[src/rtl/apb_req_arbiter.sv]
// Two-requester round-robin front end for a single APB slave port.
// One transfer in flight; an ACCESS-phase watchdog completes stuck transfers with an error.
module apb_req_arbiter #(
    parameter int AW      = 12,
    parameter int DW      = 32,
    parameter int TIMEOUT = 255
) (
    input  logic          clk,
    input  logic          rst_n,
    input  logic          i_m0_req,
    input  logic          i_m0_write,
    input  logic [AW-1:0] i_m0_addr,
    input  logic [DW-1:0] i_m0_wdata,
    output logic          o_m0_gnt,
    output logic          o_m0_rsp,
    output logic          o_m0_err,
    output logic [DW-1:0] o_m0_rdata,
    input  logic          i_m1_req,
    input  logic          i_m1_write,
    input  logic [AW-1:0] i_m1_addr,
    input  logic [DW-1:0] i_m1_wdata,
    output logic          o_m1_gnt,
    output logic          o_m1_rsp,
    output logic          o_m1_err,
    output logic [DW-1:0] o_m1_rdata,
    output logic          o_psel,
    output logic          o_penable,
    output logic          o_pwrite,
    output logic [AW-1:0] o_paddr,
    output logic [DW-1:0] o_pwdata,
    input  logic [DW-1:0] i_prdata,
    input  logic          i_pready
);

    typedef enum logic [1:0] {
        ST_IDLE   = 2'd0,
        ST_SETUP  = 2'd1,
        ST_ACCESS = 2'd2
    } state_t;

    localparam logic [7:0] WD_LAST = 8'(TIMEOUT - 1);

    state_t        state_r, state_s;
    logic          last_r, last_s;
    logic          id_r, id_s;
    logic [7:0]    wd_r, wd_s;
    logic          win_s;
    logic          psel_s, penable_s, pwrite_s;
    logic [AW-1:0] paddr_s;
    logic [DW-1:0] pwdata_s;
    logic          m0_gnt_s, m1_gnt_s, m0_rsp_s, m1_rsp_s, m0_err_s, m1_err_s;
    logic [DW-1:0] m0_rdata_s, m1_rdata_s, done_rdata_s;

    // Next-state and next-output computation; every output is the registered copy of these.
    always_comb begin
        state_s      = state_r;
        last_s       = last_r;
        id_s         = id_r;
        wd_s         = wd_r;
        psel_s       = 1'b0;
        penable_s    = 1'b0;
        pwrite_s     = o_pwrite;
        paddr_s      = o_paddr;
        pwdata_s     = o_pwdata;
        m0_gnt_s     = 1'b0;
        m1_gnt_s     = 1'b0;
        m0_rsp_s     = 1'b0;
        m1_rsp_s     = 1'b0;
        m0_err_s     = o_m0_err;
        m1_err_s     = o_m1_err;
        m0_rdata_s   = o_m0_rdata;
        m1_rdata_s   = o_m1_rdata;
        done_rdata_s = {DW{1'b0}};
        // A lone requester always wins; on a tie the one not granted last wins.
        if (i_m0_req && i_m1_req) begin
            win_s = ~last_r;
        end else begin
            win_s = i_m1_req;
        end

        case (state_r)
            ST_IDLE: begin
                if (i_m0_req || i_m1_req) begin
                    id_s     = win_s;
                    last_s   = win_s;
                    pwrite_s = win_s ? i_m1_write : i_m0_write;
                    paddr_s  = win_s ? i_m1_addr  : i_m0_addr;
                    pwdata_s = win_s ? i_m1_wdata : i_m0_wdata;
                    m0_gnt_s = ~win_s;
                    m1_gnt_s = win_s;
                    psel_s   = 1'b1;
                    state_s  = ST_SETUP;
                end else begin
                    state_s  = ST_IDLE;
                end
            end
            ST_SETUP: begin
                wd_s      = 8'd0;
                psel_s    = 1'b1;
                penable_s = 1'b1;
                state_s   = ST_ACCESS;
            end
            ST_ACCESS: begin
                if (i_pready || (wd_r == WD_LAST)) begin
                    if (i_pready && !o_pwrite) begin
                        done_rdata_s = i_prdata;
                    end else begin
                        done_rdata_s = {DW{1'b0}};
                    end
                    if (id_r) begin
                        m1_rsp_s   = 1'b1;
                        m1_err_s   = ~i_pready;
                        m1_rdata_s = done_rdata_s;
                    end else begin
                        m0_rsp_s   = 1'b1;
                        m0_err_s   = ~i_pready;
                        m0_rdata_s = done_rdata_s;
                    end
                    state_s = ST_IDLE;
                end else begin
                    wd_s      = wd_r + 8'd1;
                    psel_s    = 1'b1;
                    penable_s = 1'b1;
                    state_s   = ST_ACCESS;
                end
            end
            default: begin
                state_s = ST_IDLE;
            end
        endcase
    end

    // State, arbitration pointer, watchdog and all output registers.
    always_ff @(posedge clk) begin
        if (!rst_n) begin
            state_r    <= ST_IDLE;
            last_r     <= 1'b1;
            id_r       <= 1'b0;
            wd_r       <= 8'd0;
            o_psel     <= 1'b0;
            o_penable  <= 1'b0;
            o_pwrite   <= 1'b0;
            o_paddr    <= {AW{1'b0}};
            o_pwdata   <= {DW{1'b0}};
            o_m0_gnt   <= 1'b0;
            o_m1_gnt   <= 1'b0;
            o_m0_rsp   <= 1'b0;
            o_m1_rsp   <= 1'b0;
            o_m0_err   <= 1'b0;
            o_m1_err   <= 1'b0;
            o_m0_rdata <= {DW{1'b0}};
            o_m1_rdata <= {DW{1'b0}};
        end else begin
            state_r    <= state_s;
            last_r     <= last_s;
            id_r       <= id_s;
            wd_r       <= wd_s;
            o_psel     <= psel_s;
            o_penable  <= penable_s;
            o_pwrite   <= pwrite_s;
            o_paddr    <= paddr_s;
            o_pwdata   <= pwdata_s;
            o_m0_gnt   <= m0_gnt_s;
            o_m1_gnt   <= m1_gnt_s;
            o_m0_rsp   <= m0_rsp_s;
            o_m1_rsp   <= m1_rsp_s;
            o_m0_err   <= m0_err_s;
            o_m1_err   <= m1_err_s;
            o_m0_rdata <= m0_rdata_s;
            o_m1_rdata <= m1_rdata_s;
        end
    end

endmodule

[config.mk]
export PLATFORM = sky130hd
export DESIGN_NAME = apb_req_arbiter
export DESIGN_NICKNAME = d
export VERILOG_FILES = /design/src/rtl/apb_req_arbiter.sv
export SDC_FILE = /design/constraint.sdc
export NUM_CORES = 1
export LEC_CHECK = 0
export CAP_MARGIN = 25
export CORE_UTILIZATION = 44
export CTS_CLUSTER_SIZE = 8
export DETAILED_ROUTE_END_ITERATION = 16
export PLACE_DENSITY = 0.86
export SYNTH_ARGS = -nofsm -noshare
export SYNTH_HDL_FRONTEND = slang
export SYNTH_SLANG_ARGS = --single-unit
[constraint.sdc]
create_clock -name clk -period 3.35 [get_ports clk]
set_input_delay 0.5025 -clock clk [delete_from_list [all_inputs] [get_ports clk]]
set_output_delay 0.5025 -clock clk [all_outputs]
set_load 0.01 [all_outputs]
==> summary.txt <==
Status
  – Outcome: finished clean

Power and ir drop
  – Switching fraction of total power: 24.31%
  – Peak VDD IR: 0.0002842 V
  – Comb power frac: 16.3%
  – LEAKAGE: 0.002953 µW
  – P_int: 3154 µW
  – Total Power: 4166 µW
  – Switching power total: 1013 µW
  – Flop pwr share: 40.3%
  – Pwr/cell area: 517.3 nW/µm²
  – Clock share of power: 43.4%

GRT
  – First-pass GRT wire length: 22610 µm
  – Largest net degree at the start of global routing: 79
  – Vias in the first global route: 4541
  – Initial antenna violation count: 0
  – Total gr overflow: 0
  – GRT Total Usage: 25.29%

STA
  – Max Slew Vio Count: 0
  – Fin Setup TNS: 0 ns
  – Worst Tran Pin Value: 0.9724 ns
  – Unrepaired setup endpoints after global routing: false
  – Fmax achieved: 0.4441 GHz
  – Tcrit/Tclk final: 67.21%
  – Final Skew: 0.01224 ns
  – Final setup violation count: 0
  – Max-slew headroom: 35.17%
  – Final Hold Viols: 0
  – Crit path time final: 2.252 ns

Min path
  – Hold Path Depth: 3
  – Worst min path class: in2reg
  – Worst Hold End: wd_r[0]
  – HP Start: rst_n

Finish
  – Non-filler cells, final: 832
  – Most frequent cells in the layout: 242 x clkdlybuf4s50_1, 129 x dfxtp_1, 64 x a32o_1
  – Diode count: 0
  – Final net count: 812
  – Share of cells above drive strength 1: 7.514%
  – Area growth syn-to-layout: 61.94%
  – Most common cell after layout, fill and taps aside: clkdlybuf4s50_1
  – Final Instance Area: 8054 µm²

Floorplan
  – Die Span Y: 108.3 µm
  – Core Rows: 38
  – Core Area: 10940 µm²
  – Io pins: 244
  – Starting Density: 45.48%
  – Die area: 11730 µm²
  – Die width: 108.3 µm

Drt
  – First-pass DRT Iterations: 4
  – Number of DRC markers in iteration 0: 236
  – Vias/cell: 5.481
  – DR vias: 4560
  – Final wirelength: 14640 µm
  – # DRC: 0
  – WL/cell: 17.60 µm
  – Post-DRT Antenna Nets: 0

Yosys
  – Post-Synth Adder-Cell Area: 1.509%
  – Post-synthesis sequential area ratio: 51.92%
  – Synth area leaders: dfxtp_1 52%, a32o_1 13%, mux2i_1 9.1%, a211oi_1 6.9%, nor2_1 4.1%
  – Seq cells post-synth: 129
  – Post-synth net total: 583
  – Post-synthesis cell type count: 46
  – Post-synth top flop: dfxtp_1
  – Post-synth ARST share: 0%
  – Synth Area in XOR/XNOR: 0.3522%
  – Synth Warn #: 0
  – Mux contribution to synthesized area: 9.057%
  – Largest family of logic cells by synthesized area: compound AO/OA/AOI/OAI gates
  – Synth Area in Compound Gates: 23.95%
  – EDFF count, synth: 0
  – Synth Cell Area: 4974 µm²
  – Largest area contributor in the netlist: dfxtp_1
  – Syn_area_per_cell: 11.05 µm²
  – Simple-gate area share of the yosys netlist: 8.579%
  – Top cell type's share of synthesized area: 51.92%
  – Synthesized instance count: 450

Worst setup path
  – Worst path required time: 3.69 ns
  – CP Capture Type: flip-flop
  – Data arrival, critical path: 2.59 ns
  – CP Launch Type: flip-flop
  – Setup Crit Path Kind: reg2reg
  – Endpoint of the worst register-to-register path: o_m0_rdata[0]
  – Crit-path max FO: 19
  – Reg-to-reg slack, setup: 1.10 ns
  – FF-to-FF path depth: 7
  – Reg2reg start: wd_r[0]

Clock network
  – Setup repair bufs after CTS: 0
  – CTS sink count: 129
  – Max Buffers Root-to-Sink: 2
  – CTS resizes: 0
  – Num CTS Buffers: 17
  – Reg clk slew, reported paths: 0.05 ns
  – CTS tree: done
  – Worst-skew pair later-pin latency: 0.41 ns
  – Post-CTS Hold Buffers: 0
  – CTS H-tree lvls: 4
  – Clock root cell: clkbuf_16

Placed design
  – Final Wtd Congestion: 0.8244
  – Dpl cells: 800
  – IO buf count: 243
  – Placement-stage cell area: 7455 µm²
  – Dpl hpwl: 10530 µm

Job
  – Max-cap viol count: 0
## through the flow
| stage | worst slack (ns) | utilization [%] | hold WS, ns |
|---|---|---|---|
| after CTS | 1.082 | 73.65 | 0.4218 |
| after detailed placement | 0.9233 | 68.17 | 0.4538 |
| final | 1.098 | 73.65 | 0.4432 |
| after global routing | 0.8708 | 73.65 | 0.4584 |
| after global placement | 0.9882 | 68.17 | 0.4476 |
| after floorplan | 1.815 | - | 0.4461 |
## worst max-delay path by stage
stage | startpoint | endpoint | slack [ns]
2_1_floorplan | wd_r[0] | o_m1_rdata[0] | 1.82
3_3_place_gp | i_pready | o_m0_rdata[10] | 0.99
3_5_place_dp | i_pready | o_m0_rdata[0] | 0.92
4_1_cts | wd_r[0] | o_m0_rdata[0] | 1.08
5_1_grt | wd_r[0] | o_m0_rdata[0] | 0.87
6_report | wd_r[0] | o_m0_rdata[0] | 1.10
## cell families after synthesis
family	count (synthesis)
AO/OA/AOI/OAI	135
flip-flops	129
AND/OR/NAND/NOR	88
buffers and inverters	45
multiplexers	45
adder cells (fa/ha/maj)	6
XOR/XNOR	2
## power groups by stage
stage	sequential (µW)	combinational, µW	clock, µW
after global routing	1690	728	1920
final	1680	679	1810
after floorplan	1740	260	0
after global placement	1700	664	0
after detailed placement	1710	677	0
after CTS	1680	682	1840
## metal layers
layer / part of all wire [%] / wire length (µm) / vias up / global-route usage (%)
met3: 7.5 / 1094 / 35 / 7.836
met1: 37 / 5448 / 2127 / 26.55
li1: - / - / 2199 / -
met4: 4.0 / 586 / 0 / 13.03
met5: 0 / 0 / - / 0
met2: 51 / 7513 / 199 / 45.31
## final cells by class
class                      count  area [µm²]
clock buffer                  20       466.7
inverter                       4       15.01
fill                         773        2882
tap                          140       175.2
multi-input combinational    276        2182
sequential                   129        2582
clock inverter                12       132.6
timing repair buffer         251        2500
## worst max-delay path, stage by stage, from the launching register on
cell and delay (ns):
dfxtp_1 0.41, inv_1 0.09, ha_1 0.20, nand3_1 0.24, o21bai_4 0.12, a21oi_2 0.59
buf_4 0.36, a32o_1 0.17
## registers in the layout, indices dropped and copies added, names as in the netlist
name and count:
o_m0_rdata 32, o_m1_gnt 1, o_m0_err 1, o_m0_rsp 1, wd_r 8, o_m1_err 1
state_r 2, id_r 1, o_penable 1, o_pwrite 1, o_pwdata 32, o_m1_rdata 32
o_m0_gnt 1, o_paddr 12, o_m1_rsp 1, o_psel 1, last_r 1
## cells in the mapped netlist (2+ instances only)
cell type,n
dfxtp_1,129
a32o_1,64
nor2_1,54
a211oi_1,46
mux2i_1,45
clkbuf_1,23
buf_2,10
nand2_1,7
a21oi_1,6
buf_6,6
ha_1,6
and3_1,4
nand2b_1,4
nor2b_1,4
inv_1,3
and2_1,2
and4_1,2
nand3_1,2
nor3_1,2
o21a_1,2
o21ai_0,2
o31ai_1,2
xor2_1,2
Note: power is estimated with default switching activity, not from simulation.
